## src/rtl/fetch_ctrl_if.sv

```systemverilog
// ---------------------------------------------------------------------------
// fetch_ctrl_if
// Bundles the signals between the instruction fetch controller and its
// neighbours.
//   Memory side : mem_req / mem_addr go out, mem_ack / mem_rdata come back.
//   Execute side: redirect / redirect_pc come in.
//   Decode side : inst / inst_pc / inst_valid go out, inst_ready comes back.
// The master modport is the fetch controller. The slave modport is whatever
// sits around it: memory, execute and decode, or a testbench.
// ---------------------------------------------------------------------------
interface fetch_ctrl_if;
    logic        mem_req;
    logic [31:0] mem_addr;
    logic        mem_ack;
    logic [31:0] mem_rdata;
    logic        redirect;
    logic [31:0] redirect_pc;
    logic [31:0] inst;
    logic [31:0] inst_pc;
    logic        inst_valid;
    logic        inst_ready;

    modport master (
        output mem_req, mem_addr, inst, inst_pc, inst_valid,
        input  mem_ack, mem_rdata, redirect, redirect_pc, inst_ready
    );

    modport slave (
        input  mem_req, mem_addr, inst, inst_pc, inst_valid,
        output mem_ack, mem_rdata, redirect, redirect_pc, inst_ready
    );
endinterface

```

## src/rtl/fetch_ctrl.sv

```systemverilog
// ---------------------------------------------------------------------------
// fetch_ctrl
// Single-outstanding-request instruction fetch controller.
// It issues word-aligned reads and holds the returned word for decode until
// decode accepts it. Control-flow redirects from execute are applied at any
// point in the flow. A read that has already been issued is never withdrawn.
// Its data is simply dropped when it returns.
// Ports:
//   clk    : single rising-edge clock
//   resetn : asynchronous active-low reset
//   bus    : fetch_ctrl_if.master (memory, redirect and decode handshakes)
// Parameter:
//   RESET_PC : first fetch address after reset; bits [1:0] are ignored
// ---------------------------------------------------------------------------
module fetch_ctrl #(
    parameter logic [31:0] RESET_PC = 32'h0000_0000
) (
    input  logic          clk,
    input  logic          resetn,
    fetch_ctrl_if.master  bus
);

    localparam logic [31:0] RESET_PC_ALIGNED = RESET_PC & ~32'h0000_0003;
    localparam logic [31:0] NOP_INST         = 32'h0000_0013;

    typedef enum logic [1:0] {
        IDLE    = 2'd0,
        REQ     = 2'd1,
        HOLD    = 2'd2,
        DISCARD = 2'd3
    } state_t;

    state_t      state_q, state_d;
    logic        started_q, started_d;
    logic [31:0] pc_q, pc_d;
    logic [31:0] addr_q, addr_d;
    logic [31:0] inst_q, inst_d;
    logic [31:0] inst_pc_q, inst_pc_d;
    logic [31:0] redirect_aligned;

    assign redirect_aligned = bus.redirect_pc & ~32'h0000_0003;

    // State register. started_q keeps the FSM in IDLE for one extra edge
    // after reset release. As a result the first request appears on the
    // second rising edge. An ack that shows up before then is never looked at.
    always_ff @(posedge clk or negedge resetn) begin
        if (!resetn) begin
            state_q   <= IDLE;
            started_q <= 1'b0;
            pc_q      <= RESET_PC_ALIGNED;
            addr_q    <= RESET_PC_ALIGNED;
            inst_q    <= NOP_INST;
            inst_pc_q <= 32'h0000_0000;
        end else begin
            state_q   <= state_d;
            started_q <= started_d;
            pc_q      <= pc_d;
            addr_q    <= addr_d;
            inst_q    <= inst_d;
            inst_pc_q <= inst_pc_d;
        end
    end

    // Next-state logic. pc_q is the address of the next fetch.
    // addr_q remembers the address of a request that was overtaken by a
    // redirect. That request stays on the bus, unchanged, until its ack.
    // Redirect is checked first in every state, so it wins over ack and ready.
    always_comb begin
        state_d   = state_q;
        started_d = 1'b1;
        pc_d      = pc_q;
        addr_d    = addr_q;
        inst_d    = inst_q;
        inst_pc_d = inst_pc_q;

        unique case (state_q)
            IDLE: begin
                if (bus.redirect) begin
                    pc_d = redirect_aligned;
                end
                if (started_q) begin
                    state_d = REQ;
                end
            end

            REQ: begin
                if (bus.redirect) begin
                    pc_d = redirect_aligned;
                    if (bus.mem_ack) begin
                        state_d = REQ;
                    end else begin
                        addr_d  = pc_q;
                        state_d = DISCARD;
                    end
                end else if (bus.mem_ack) begin
                    inst_d    = bus.mem_rdata;
                    inst_pc_d = pc_q;
                    pc_d      = pc_q + 32'd4;
                    state_d   = HOLD;
                end
            end

            HOLD: begin
                if (bus.redirect) begin
                    pc_d    = redirect_aligned;
                    state_d = REQ;
                end else if (bus.inst_ready) begin
                    state_d = REQ;
                end
            end

            DISCARD: begin
                if (bus.redirect) begin
                    pc_d = redirect_aligned;
                end
                if (bus.mem_ack) begin
                    state_d = REQ;
                end
            end

            default: begin
                state_d = IDLE;
            end
        endcase
    end

    // Outputs decoded from the state. While a discarded request is pending,
    // the bus keeps showing that request's address, not the new pc.
    assign bus.mem_req    = (state_q == REQ) || (state_q == DISCARD);
    assign bus.mem_addr   = (state_q == DISCARD) ? addr_q : pc_q;
    assign bus.inst_valid = (state_q == HOLD);
    assign bus.inst       = inst_q;
    assign bus.inst_pc    = inst_pc_q;

endmodule

```

## src/flat_wrapper.sv

```systemverilog
// flat-port wrapper written by rule: the top's interface ports become plain ports
module fetch_ctrl_flat 
#(
    parameter logic [31:0] RESET_PC = 32'h0000_0000
)
  (clk, resetn, bus_mem_req, bus_mem_addr, bus_inst, bus_inst_pc, bus_inst_valid, bus_mem_ack, bus_mem_rdata, bus_redirect, bus_redirect_pc, bus_inst_ready);
  fetch_ctrl_if bus_i ();
  input  logic clk;
  input  logic resetn;
  output wire logic [$bits(bus_i.mem_req)-1:0] bus_mem_req;
  output wire logic [$bits(bus_i.mem_addr)-1:0] bus_mem_addr;
  output wire logic [$bits(bus_i.inst)-1:0] bus_inst;
  output wire logic [$bits(bus_i.inst_pc)-1:0] bus_inst_pc;
  output wire logic [$bits(bus_i.inst_valid)-1:0] bus_inst_valid;
  input wire logic [$bits(bus_i.mem_ack)-1:0] bus_mem_ack;
  input wire logic [$bits(bus_i.mem_rdata)-1:0] bus_mem_rdata;
  input wire logic [$bits(bus_i.redirect)-1:0] bus_redirect;
  input wire logic [$bits(bus_i.redirect_pc)-1:0] bus_redirect_pc;
  input wire logic [$bits(bus_i.inst_ready)-1:0] bus_inst_ready;
  assign bus_mem_req = bus_i.mem_req;
  assign bus_mem_addr = bus_i.mem_addr;
  assign bus_inst = bus_i.inst;
  assign bus_inst_pc = bus_i.inst_pc;
  assign bus_inst_valid = bus_i.inst_valid;
  assign bus_i.mem_ack = bus_mem_ack;
  assign bus_i.mem_rdata = bus_mem_rdata;
  assign bus_i.redirect = bus_redirect;
  assign bus_i.redirect_pc = bus_redirect_pc;
  assign bus_i.inst_ready = bus_inst_ready;
  fetch_ctrl #(.RESET_PC(RESET_PC)) u_core (.clk(clk), .resetn(resetn), .bus(bus_i));
endmodule
```

## config.mk

```make
export PLATFORM = sky130hd
export DESIGN_NAME = fetch_ctrl_flat
export DESIGN_NICKNAME = d
export VERILOG_FILES = /design/src/rtl/fetch_ctrl_if.sv /design/src/rtl/fetch_ctrl.sv /design/src/flat_wrapper.sv
export SDC_FILE = /design/constraint.sdc
export NUM_CORES = 1
export LEC_CHECK = 0
export ABC_CLOCK_PERIOD_IN_PS = 2000
export CORE_MARGIN = 2
export CORE_UTILIZATION = 30
export DETAILED_ROUTE_END_ITERATION = 10
export PLACE_DENSITY = 0.64
export SLEW_MARGIN = 10
export SYNTH_ARGS = -nofsm -noshare
export SYNTH_HDL_FRONTEND = slang
export SYNTH_SLANG_ARGS = --single-unit
```

## constraint.sdc

```tcl
create_clock -name clk -period 2 [get_ports clk]
set_input_delay 0.3 -clock clk [delete_from_list [all_inputs] [get_ports clk]]
set_output_delay 0.3 -clock clk [all_outputs]
set_load 0.01 [all_outputs]
```

=== After elaboration in Yosys (flattened, before gate mapping) ===
Index checks and enable logic that the tools add are counted.

* Register bits after elaboration: 131
* Bits of input ports: 69
* Logic and storage cells: 37

* $add $sub $neg: 1
* Equality and inequality tests: 8
* Mux-type cells: 13
* Bitwise gates (word level): 2
* Reductions and logical operators: 7

{| class="wikitable"
|+ Operators with widths
! operator !! count
|-
| 32-bit 2-to-1 mux || 4
|-
| 32-bit one-hot mux with 2 select lines || 1
|-
| 32-bit by 3-bit adder with 32-bit output, second input constant || 1
|-
| 2-bit 2-to-1 mux || 7
|-
| 2-bit one-hot mux with 4 select lines || 1
|-
| 3-bit AND reduction || 2
|-
| 2-bit == test, second input constant || 2
|-
| 2-bit by 1-bit inequality test with 1-bit output, second input constant || 2
|-
| 4-bit AND reduction || 1
|-
| 3-bit by 1-bit inequality test with 1-bit output, second input constant || 1
|-
| 3-bit inequality test, second input constant || 1
|-
| 3-bit OR reduction || 1
|-
| 2-bit by 1-bit == test with 1-bit output, second input constant || 1
|-
| 2-bit zero test || 1
|-
| 2-bit inequality test, second input constant || 1
|-
| 1-bit NOT || 2
|-
| 2-bit AND reduction || 1
|-
| 1-bit logical OR || 1
|}

=== Longest topological paths before layout ===
Gate-level depths: netlist of run 1.

* Depth in word-level cells: 4
* Mapped depth: 6

=== Worst setup path before layout of run 1 ===
Ideal clock, no wire load.

* Kind: flip-flop to flip-flop
* Start: register u_core.pc_q[2]
* End: register u_core.pc_q[24]
* Setup time: 0.082 ns
* Data arrival time: 1.962 ns
* Data required time: 1.918 ns
* Slack: -0.044 ns
* Cell stages (with the launch flop): 7
* Buffers on the path: 1
* Period minus slack after synthesis: 2.044 ns
* Path through: dfrtp_1 ha_1 nand4_1 or4_1 clkbuf_1 or3_1 a31oi_1

* Longest elaborated chain between the ends: 4

{| class="wikitable"
|+ Ends and longest elaborated chain
! item !! line !! RTL
|-
| start, declared || fetch_ctrl.sv:35 || <nowiki>logic [31:0] pc_q, pc_d;</nowiki>
|-
| start signal, assigned || fetch_ctrl.sv:57 || <nowiki>pc_q <= pc_d;</nowiki>
|-
| 32-bit by 3-bit adder with 32-bit output || fetch_ctrl.sv:98 || <nowiki>pc_d = pc_q + 32'd4;</nowiki>
|-
| 32-bit 2-to-1 mux || fetch_ctrl.sv:95 || <nowiki>end else if (bus.mem_ack) begin</nowiki>
|-
| 32-bit 2-to-1 mux || fetch_ctrl.sv:87 || <nowiki>if (bus.redirect) begin</nowiki>
|-
| 32-bit one-hot mux with 2 select lines || fetch_ctrl.sv:76 || <nowiki>unique case (state_q)</nowiki>
|}

No other way between the ends. The select of a mux whose other input is x is not followed.
A chain may end at the register's enable or synchronous reset.

=== Worst setup path after layout of run 1 ===
* Start: register u_core.state_q[1]
* End: output bus_mem_addr[11]

* Longest elaborated chain between the ends: 2

{| class="wikitable"
|+ Ends and longest elaborated chain
! item !! line !! RTL
|-
| start, declared || fetch_ctrl.sv:33 || <nowiki>state_t state_q, state_d;</nowiki>
|-
| start signal, assigned || fetch_ctrl.sv:55 || <nowiki>state_q <= state_d;</nowiki>
|-
| 2-bit == test || fetch_ctrl.sv:130 || <nowiki>assign bus.mem_addr = (state_q == DISCARD) ? addr_q : pc_q;</nowiki>
|-
| 32-bit 2-to-1 mux || fetch_ctrl.sv:130 ||
|-
| end, declared || flat_wrapper.sv:11 || <nowiki>output wire logic [$bits(bus_i.mem_addr)-1:0] bus_mem_addr;</nowiki>
|}

No other way between the ends.

==> results of run 1 <==
## per-stage QoR
stage	hold slack [ps]	power, mW	std cells
2_1_floorplan	4.409	5.465	478
6_report	380.7	10.63	960
5_1_grt	405.4	11.26	959
3_5_place_dp	261.4	7.522	911
3_3_place_gp	250.6	7.422	911
4_1_cts	384.0	10.52	957
## kinds of logic (layout without fill, tap and decap cells)
group                      count (synthesis)  after routing  synth area share, %
DFF                                      125            125                53.20
muxes                                    122            122                23.32
and+or+nand+nor                          115            116                11.37
buffers and inverters                     51            266                4.782
AOI/OAI and AO/OA                         49             49                5.505
xor gates and xnor gates                  10             10                1.488
other                                      2              6               0.1276
adders and majority gates                  1              1               0.2125
## final timing paths
kind / startpoint / to / slack, ps / cells after the start
max: u_core.state_q[1] / bus_mem_addr[11] / 40 / 5
min: resetn / u_core.bus.inst_pc[27] / 380 / 2
max reg2reg: u_core.pc_q[3] / u_core.pc_q[16] / 90 / 7
min reg2reg: u_core.started_q / u_core.state_q[0] / 470 / 2
max in group asynchronous: resetn / u_core.pc_q[5] / 940 / 3
min in group clk: bus_redirect / u_core.pc_q[25] / 410 / 5
## power by group
part           switching, mW  internal [mW]  total, mW
combinational           1.41           2.41       3.82
clock                   1.19           1.78       2.97
sequential             0.453           3.38       3.83
total                   3.05           7.58       10.6
## per-layer routing
metal | wire length [um] | vias up
met1 | 6763 | 2274
met3 | 1124 | 10
met5 | 0 | -
met4 | 131 | 0
li1 | - | 2129
met2 | 8000 | 142
## flip-flops by register name, indices dropped and copies added, names as in the netlist
register,flops
u_core.bus.inst_pc,30
u_core.addr_q,30
u_core.started_q,1
u_core.state_q,2
u_core.bus.inst,32
u_core.pc_q,30
## Yosys cell counts, drive strengths merged, types with 4 or more instances
master  instances  area share (%)
a21oi           4            0.34
a221oi          4            0.60
a31oi           6            0.64
and3            6            0.64
and4            5            0.77
buf            18             2.0
clkbuf         23             2.0
dfrtp         122              52
inv             8            0.51
mux2          121              23
nand2          25             1.6
nand3          10            0.94
nand4          10             1.1
nand4b          4            0.85
nor2           17             1.1
nor3            8            0.68
nor4            6            0.74
o21ai          18             1.5
or3             6            0.66
or4             6            0.85
xnor2           8             1.2
## final cells by class
cell class                 instances  area share (%)
timing repair buffer             226           24.94
sequential                       125           35.39
antenna                            1         0.02826
tap                              265           3.745
multi-input combinational        303           29.10
clock buffer                      20           5.158
clock inverter                    12           1.300
inverter                           8          0.3392
## worst register-to-register path, delay by kind of cell, from the launching register on
kind            cells  cell delay [ps]
fa+ha+maj           1              200
compound gates      1               80
buf+inv             2              340
flops               1              360
simple gates        3              760
## timing repair
item                                    in CTS  in global routing
endpoints found under the setup margin      31                 35
gates resized for setup                    120                 46
pin swaps                                    2                  1
hold buffers                                 1                  0
gates cloned                                 0                  1
endpoints found under the hold margin       37                  0
setup buffers                               13                  1
==> impl_metrics.tcl, run 1 <==
set metrics [dict create \
    ys_seq_area_share_pct 53.20 \
    critPathMaxStageDelay_ps 400 \
    core_area_mm2 0.01933 \
    min_period_over_period_pct 98.10 \
    cts_buffers 17 \
    required_ps 1700 \
    syn_avg_cell_area_um2 12.39 \
    synth_area_mm2 0.005887 \
    setup.worst_path.start_class "register" \
    rsz0062_at_grt "yes" \
    grt_pass1_wl_mm 24.55 \
    place_congestion 0.8584 \
    critPathSlowestCell "dfrtp_1" \
    num-nets-final 751 \
    die_y_um 144.1 \
    clkSinkCount 125 \
    critPathTopFamily "flip-flops" \
    drive_gt1_share_pct 38.62 \
    avgRoutedWirePerCell_um 16.69 \
    cts.clk_slew.worst_paths_ps 60 \
    layout_commonest_cell "clkdlybuf4s50_1" \
    core.rowCount 51 \
    layout_setup_ws_ps 37.97 \
    hold_viol_final 0 \
    ir_worst_vdd_mv 0.6559 \
    async_flop_share_pct 100.0 \
    grt_max_degree 50 \
    period_minus_slack_ps 1962 \
    clock.fmax_mhz 509.7 \
    cts_root_buffer "clkbuf_16" \
    antenna_found_initial 1 \
    grtUsageTotal_pct 15.53 \
    cts_buffer_depth 2 \
    top_usage_layer "met2" \
    synth_edf_count 0 \
    die_width_um 144.1 \
    stdcell_area_mm2 0.008853 \
    syn_inst 475 \
    finalClockSkew_ps 7.568 \
    grt.met1_usage_pct 18.82 \
    drc 0 \
    via_count 4555 \
    drtIter0Drc 256 \
    layout_common_cells "clkdlybuf4s50_1 (127), dfrtp_1 (121), mux2_2 (110), buf_4 (53), buf_6 (28)" \
    end_kind "output port" \
    wl_mm 16.02 \
    start_util_pct 30.45 \
    ant_nets 0 \
    syn2layout_area_growth_pct 50.39 \
    grt_use_met2_pct 26.12 \
    crit_buf_inv 3 \
    cts_tree "built" \
    cts-htree-levels 4 \
    power-per-cell-area_mw_per_mm2 1201 \
    num-fill-cells 1788 \
    seqCellArea_mm2 0.003133 \
    grt.overflow.total 0 \
    p_leak_nw 3.673 \
    yosys_warnings 0 \
    grt_pass1_vias 4663 \
    pin_count 167 \
    drv_cap 0 \
    dp_slack_ps -240.2 \
    critical_path_class "register to output port" \
    dp_hpwl_mm 11.32 \
    worst_ep_arrival_time_ps 1660 \
    die_area_mm2 0.02076 \
    io_buffers 160 \
    grtUsageMet3_pct 5.430 \
    vias_per_cell 4.745 \
    finalSetupViolCount 0 \
    setup_tns_ps 0 \
    fin_util_pct 45.79 \
    synth_seq_cells 125 \
    min_path_type "input port to asynchronous set/reset pin" \
    clk_latency_ps 420 \
    critical_path.max_fanout 8 \
    synth.distinct_cells 58 \
    first_pass_iters 5 \
    ys.flop_type "dfrtp_1" \
    status "finished, final reports clean" \
    worstPathCellList "nand2_2, buf_12, buf_4, mux2_2, buf_6" \
    multi_input_area_mm2 0.002576 \
    placed_area_mm2 0.008058 \
    slew_violations 0 \
]
(Power assumes the default switching activity.)
==> inputs of run 2 (changes only) <==
--- a/config.mk
+++ b/config.mk
@@ -5,12 +5,14 @@
 export SDC_FILE = /design/constraint.sdc
 export NUM_CORES = 1
 export LEC_CHECK = 0
+export ABC_AREA = 1
 export ABC_CLOCK_PERIOD_IN_PS = 2000
 export CORE_MARGIN = 2
 export CORE_UTILIZATION = 30
+export CTS_BUF_LIST = sky130_fd_sc_hd__clkbuf_16
 export DETAILED_ROUTE_END_ITERATION = 10
-export PLACE_DENSITY = 0.64
-export SLEW_MARGIN = 10
+export PLACE_DENSITY = 0.63
+export SLEW_MARGIN = 20
 export SYNTH_ARGS = -nofsm -noshare
 export SYNTH_HDL_FRONTEND = slang
 export SYNTH_SLANG_ARGS = --single-unit
==> run 2 against run 1 <==
Against the previous run: cell count rose by 31%; largest cell class unchanged; sequential cell count unchanged; clock power barely moved; non-clock buffer count shrank 40; worst setup slack gained 18 ps; highest routed layer unchanged; critical path depth unchanged.
==> impl_metrics.tcl, run 2 <==
set metrics [dict create \
    cts_buffers 17 \
    finalClockSkew_ps 6.686 \
    end_kind "output port" \
    setup.worst_path.start_class "register" \
    critPathTopFamily "buffers and inverters" \
    place_congestion 0.9229 \
    p_clk_share_pct 23.2 \
    dp_hpwl_mm 13.57 \
    cts_buffer_depth 2 \
    synth.distinct_cells 32 \
    clk_latency_ps 420 \
    startpoint "u_core.state_q[1]" \
    yosys-top-cells-area "dfrtp_1 (50%), nand2_1 (21%), o21ai_0 (7.8%), nor2_1 (4.1%), inv_1 (2.7%)" \
    rr_worst_depth 8 \
    intPower_mw 8.016 \
    syn2layout_area_growth_pct 42.33 \
    p_leak_nw 4.053 \
    num-nets-final 1042 \
    wl_mm 18.60 \
    layout_common_cells "nand2_1 (336), clkdlybuf4s50_1 (128), dfrtp_1 (122), o21ai_0 (70), nor2_1 (67)" \
    power-per-cell-area_mw_per_mm2 1479 \
    antenna_found_initial 0 \
    layout_commonest_cell "nand2_1" \
    syn_avg_cell_area_um2 7.554 \
    reg2reg_from "u_core.pc_q[2]" \
    ys_top_cells_by_count "nand2_1 (337), dfrtp_1 (122), o21ai_0 (95)" \
    min_path_type "input port to asynchronous set/reset pin" \
    seqCellArea_mm2 0.003132 \
    slew_violations 0 \
    r2r_end "u_core.pc_q[18]" \
    stdcell_count 1254 \
    status "finished, final reports clean" \
    r2r_slack_ps 230 \
    holdWs_ps 300.5 \
    pin_count 167 \
    async_flop_share_pct 100.0 \
    p_seq_share_pct 34.0 \
    grtUsageTotal_pct 17.73 \
    grt_max_degree 68 \
    io_buffers 160 \
    finalSetupViolCount 0 \
    clkSinkCount 125 \
    synth_edf_count 0 \
    synth_most_common_cell "nand2_1" \
    fin_util_pct 43.08 \
    cts_tree "built" \
    cts-htree-levels 4 \
    period_minus_slack_ps 1944 \
    synth_area_mm2 0.006066 \
    core_area_mm2 0.02004 \
    grt_pass1_wl_mm 29.51 \
    p_sw_mw 4.751 \
    syn_inst 803 \
    drive_gt1_share_pct 10.67 \
    drtIter0Drc 299 \
    grt_pass1_vias 5405 \
    critPathMaxStageDelay_ps 410 \
    die_area_mm2 0.02137 \
    pwr-share-comb_pct 42.9 \
    critPathSlowestCell "dfrtp_1" \
    via_count 5739 \
    largest_reg_flops 32 \
    swShare_pct 37.21 \
    core.rowCount 52 \
    cts_setup_buffers 0 \
    synth_top_area_share_pct 50.33 \
    drv_cap 0 \
    place_inst 1221 \
    setup_tns_ps 0 \
    worstPathCellList "nand2_2, clkinv_4, buf_16, o21ai_2, clkdlybuf4s15_1" \
    die_width_um 146.2 \
    critical_path_class "register to output port" \
    first_pass_iters 5 \
    endpoint "bus_mem_addr[25]" \
    start_util_pct 30.27 \
    ys_seq_area_share_pct 51.63 \
    diodes 0 \
    cts_root_buffer "clkbuf_16" \
    required_ps 1700 \
    worst_ep_arrival_time_ps 1640 \
    hold_viol_final 0 \
    multi_input_area_mm2 0.002564 \
    rsz0062_at_grt "yes" \
    avgRoutedWirePerCell_um 14.84 \
    cts.clk_slew.worst_paths_ps 60 \
    num-fill-cells 2110 \
    vias_per_cell 4.577 \
    critical_path_depth 5 \
    clock.fmax_mhz 514.5 \
    finalPower_mw 12.77 \
    min_period_over_period_pct 97.18 \
    synth_seq_cells 125 \
    synth_largest_area_cell "dfrtp_1" \
    crit_buf_inv 3 \
    die_y_um 146.2 \
    critical_path.max_fanout 30 \
    yosys_warnings 0 \
    ys.flop_type "dfrtp_1" \
    ir_worst_vdd_mv 0.6634 \
    ant_nets 0 \
    drc 0 \
    grt.overflow.total 0 \
]
run 2: worst min path at each step:
stage	startpoint	end	cells past startpoint
final	resetn	u_core.bus.inst_pc[8]	2
after CTS	resetn	u_core.bus.inst_pc[8]	2
after global routing	resetn	u_core.bus.inst_pc[8]	2
after global placement	resetn	u_core.bus.inst_pc[8]	1
after detailed placement	resetn	u_core.bus.inst_pc[8]	1
after floorplan	resetn	u_core.addr_q[10]	0
run 2: worst reg2reg max path, cell delays in order (launching register included):
cell     delay (ps)
dfrtp_1         410
ha_1            250
nand3_1         200
inv_1           120
nand3_1         150
nor2_1          270
nand3_1         110
o21ai_0          90
nor2_1           60
run 2: power groups by stage:
stage	logic (mW)	clock network [mW]	registers [mW]
final	5.47	2.96	4.34
after global routing	6.06	3.15	4.48
after CTS	5.58	3.03	4.33
after detailed placement	5.53	0	4.34
after global placement	5.47	0	4.32
after floorplan	2.35	0	4.52
run 2: area by class of cell:
class	count	area share, %
sequential	125	36.28
multi-input combinational	592	29.70
timing repair buffer	186	21.45
clock buffer	17	4.928
tap	270	3.913
inverter	50	2.232
clock inverter	14	1.507
run 2: logic make-up (layout without fill, tap and decap cells):
logic type / after synthesis / in the layout / synth area share (%)
DFF: 125 / 125 / 51.63
other: 2 / 5 / 0.1238
and+or+nand+nor: 451 / 451 / 29.48
adders and majority gates: 1 / 1 / 0.2062
xor gates and xnor gates: 1 / 1 / 0.1444
buffers and inverters: 89 / 267 / 6.724
AOI/OAI and AO/OA: 134 / 134 / 11.70
run 2: stage by stage:
step                      area (um^2)  setup slack, ps
final                            8633            56.36
after global routing             8633           -30.52
after CTS                        8680            25.44
after detailed placement         8054            29.85
after global placement           8054            70.86
after floorplan                  6077            570.0
run 2: what timing repair did:
| item | CTS | global route |
|---|---|---|
| setup endpoints to repair | 30 | 19 |
| gates resized for setup | 105 | 22 |
| hold buffers | 1 | 0 |
| cloned | 1 | 0 |
| hold endpoints to repair | 14 | 0 |
run 2: per-layer routing:
metal	wire length (um)	up-vias	track usage [%]	part of all wire (%)
met4	347	0	6.359	1.9
li1	-	2887	-	-
met1	8641	2629	24.20	46
met3	1540	27	6.563	8.3
met2	8075	196	25.85	43
met5	0	-	0	0
==> inputs of run 3 (changes only) <==
--- a/config.mk
+++ b/config.mk
@@ -12,6 +12,7 @@
 export CTS_BUF_LIST = sky130_fd_sc_hd__clkbuf_16
 export DETAILED_ROUTE_END_ITERATION = 10
 export PLACE_DENSITY = 0.63
+export SKIP_LAST_GASP = 1
 export SLEW_MARGIN = 20
 export SYNTH_ARGS = -nofsm -noshare
 export SYNTH_HDL_FRONTEND = slang
==> run 3 against run 2 <==
Against the previous run: die area stayed put; register-to-register slack hardly changed; largest power group unchanged; non-clock buffer count stayed put; critical path type unchanged.
==> impl_metrics.tcl, run 3 (same netlist as run 2, synthesis figures left out) <==
set metrics [dict create \
    core.rowCount 52 \
    dp_slack_ps 29.85 \
    startpoint "u_core.state_q[1]" \
    min_path_type "input port to asynchronous set/reset pin" \
    layout_setup_ws_ps 54.78 \
    grtUsageTotal_pct 17.73 \
    clkSinkCount 125 \
    cts.clk_slew.worst_paths_ps 60 \
    layout_commonest_cell "nand2_1" \
    start_util_pct 30.27 \
    largest_reg_flops 32 \
    p_clk_share_pct 23.1 \
    core_area_mm2 0.02004 \
    r2r_end "u_core.pc_q[18]" \
    multi_input_area_mm2 0.002564 \
    rsz0062_at_grt "yes" \
    worst_ep_arrival_time_ps 1650 \
    p_sw_mw 4.745 \
    grt.overflow.total 0 \
    vias_per_cell 4.579 \
    cts_setup_buffers 0 \
    io_buffers 160 \
    hold_viol_final 0 \
    drc 0 \
    stdcell_area_mm2 0.008662 \
    diodes 0 \
    cts-htree-levels 4 \
    antenna_found_initial 0 \
    pin_count 167 \
    end_kind "output port" \
    cts_buffer_depth 2 \
    dp_hpwl_mm 13.57 \
    placed_area_mm2 0.008054 \
    die_y_um 146.2 \
    stdcell_count 1254 \
    reg2reg_from "u_core.pc_q[2]" \
    die_width_um 146.2 \
    fin_util_pct 43.23 \
    p_leak_nw 4.056 \
    cts_buffers 17 \
    cts_root_buffer "clkbuf_16" \
    ant_nets 0 \
    critical_path.max_fanout 31 \
    clock.fmax_mhz 514.1 \
    required_ps 1700 \
    place_congestion 0.9229 \
    period_minus_slack_ps 1945 \
    drv_cap 0 \
    grt_pass1_vias 5405 \
    drtIter0Drc 299 \
    holdWs_ps 301.2 \
    pwr-share-comb_pct 43.0 \
    intPower_mw 8.053 \
    power-per-cell-area_mw_per_mm2 1477 \
    seqCellArea_mm2 0.003132 \
    setup.worst_path.start_class "register" \
    grt_max_degree 68 \
    die_area_mm2 0.02137 \
    wl_mm 18.59 \
    layout_common_cells "nand2_1 (336), clkdlybuf4s50_1 (128), dfrtp_1 (122), o21ai_0 (70), nor2_1 (67)" \
    num-fill-cells 2105 \
    status "finished, final reports clean" \
    place_inst 1221 \
    p_seq_share_pct 33.9 \
    swShare_pct 37.08 \
    avgRoutedWirePerCell_um 14.82 \
    syn2layout_area_growth_pct 42.80 \
    r2r_slack_ps 220 \
    min_period_over_period_pct 97.26 \
    rr_worst_depth 8 \
    grt_pass1_wl_mm 29.51 \
    finalClockSkew_ps 8.864 \
    finalSetupViolCount 0 \
    first_pass_iters 5 \
    via_count 5742 \
    drive_gt1_share_pct 10.47 \
    clk_latency_ps 420 \
    endpoint "bus_mem_addr[9]" \
    cts_tree "built" \
    critical_path_class "register to output port" \
    slew_violations 0 \
    ir_worst_vdd_mv 0.6634 \
    num-nets-final 1042 \
]
run 3: layer usage:
layer,vias up,track usage (%),wire length [um]
met1,2626,24.20,8594
met2,206,25.85,8109
li1,2886,-,-
met4,0,6.359,341
met5,-,0,0
met3,24,6.563,1545
run 3: cell type report:
type / count / area share [%]
flip-flops and latches: 125 / 36.15
multi-input cells: 592 / 29.60
repair buffers: 186 / 21.71
clock buffers: 17 / 4.911
well taps: 270 / 3.900
inverters: 50 / 2.224
clock inverters: 14 / 1.502
run 3: timing repair:
| action | 4_1_cts | 5_1_grt |
|---|---|---|
| hold endpoints to repair | 14 | 0 |
| gates cloned | 1 | 0 |
| endpoints found under the setup margin | 30 | 19 |
| hold buffers | 1 | 0 |
| pin swaps | 0 | 0 |
| resized for setup | 105 | 17 |
run 3: through the flow:
step / TNS (ps) / power, mW
after floorplan: 0 / 6.868
after global placement: 0 / 9.785
after detailed placement: 0 / 9.870
after CTS: 0 / 12.94
after global routing: -141.9 / 13.72
final: 0 / 12.80
run 3: worst min path at each step:
stage,startpoint,end
6_report,resetn,u_core.bus.inst_pc[8]
5_1_grt,resetn,u_core.bus.inst_pc[8]
4_1_cts,resetn,u_core.bus.inst_pc[8]
3_5_place_dp,resetn,u_core.bus.inst_pc[8]
3_3_place_gp,resetn,u_core.bus.inst_pc[8]
2_1_floorplan,resetn,u_core.addr_q[10]
run 3: power groups by stage:
stage | Sequential [mW] | Clock (mW) | Combinational [mW]
2_1_floorplan | 4.52 | 0 | 2.35
3_3_place_gp | 4.32 | 0 | 5.47
3_5_place_dp | 4.34 | 0 | 5.53
4_1_cts | 4.33 | 3.03 | 5.58
5_1_grt | 4.48 | 3.15 | 6.09
6_report | 4.34 | 2.95 | 5.51
run 3: critical path, stage by stage, from the launching register on:
cell and delay, ps:
dfrtp_1 410, nand2_2 100, clkinv_4 100, buf_12 180, o21ai_1 180, clkdlybuf4s15_2 250
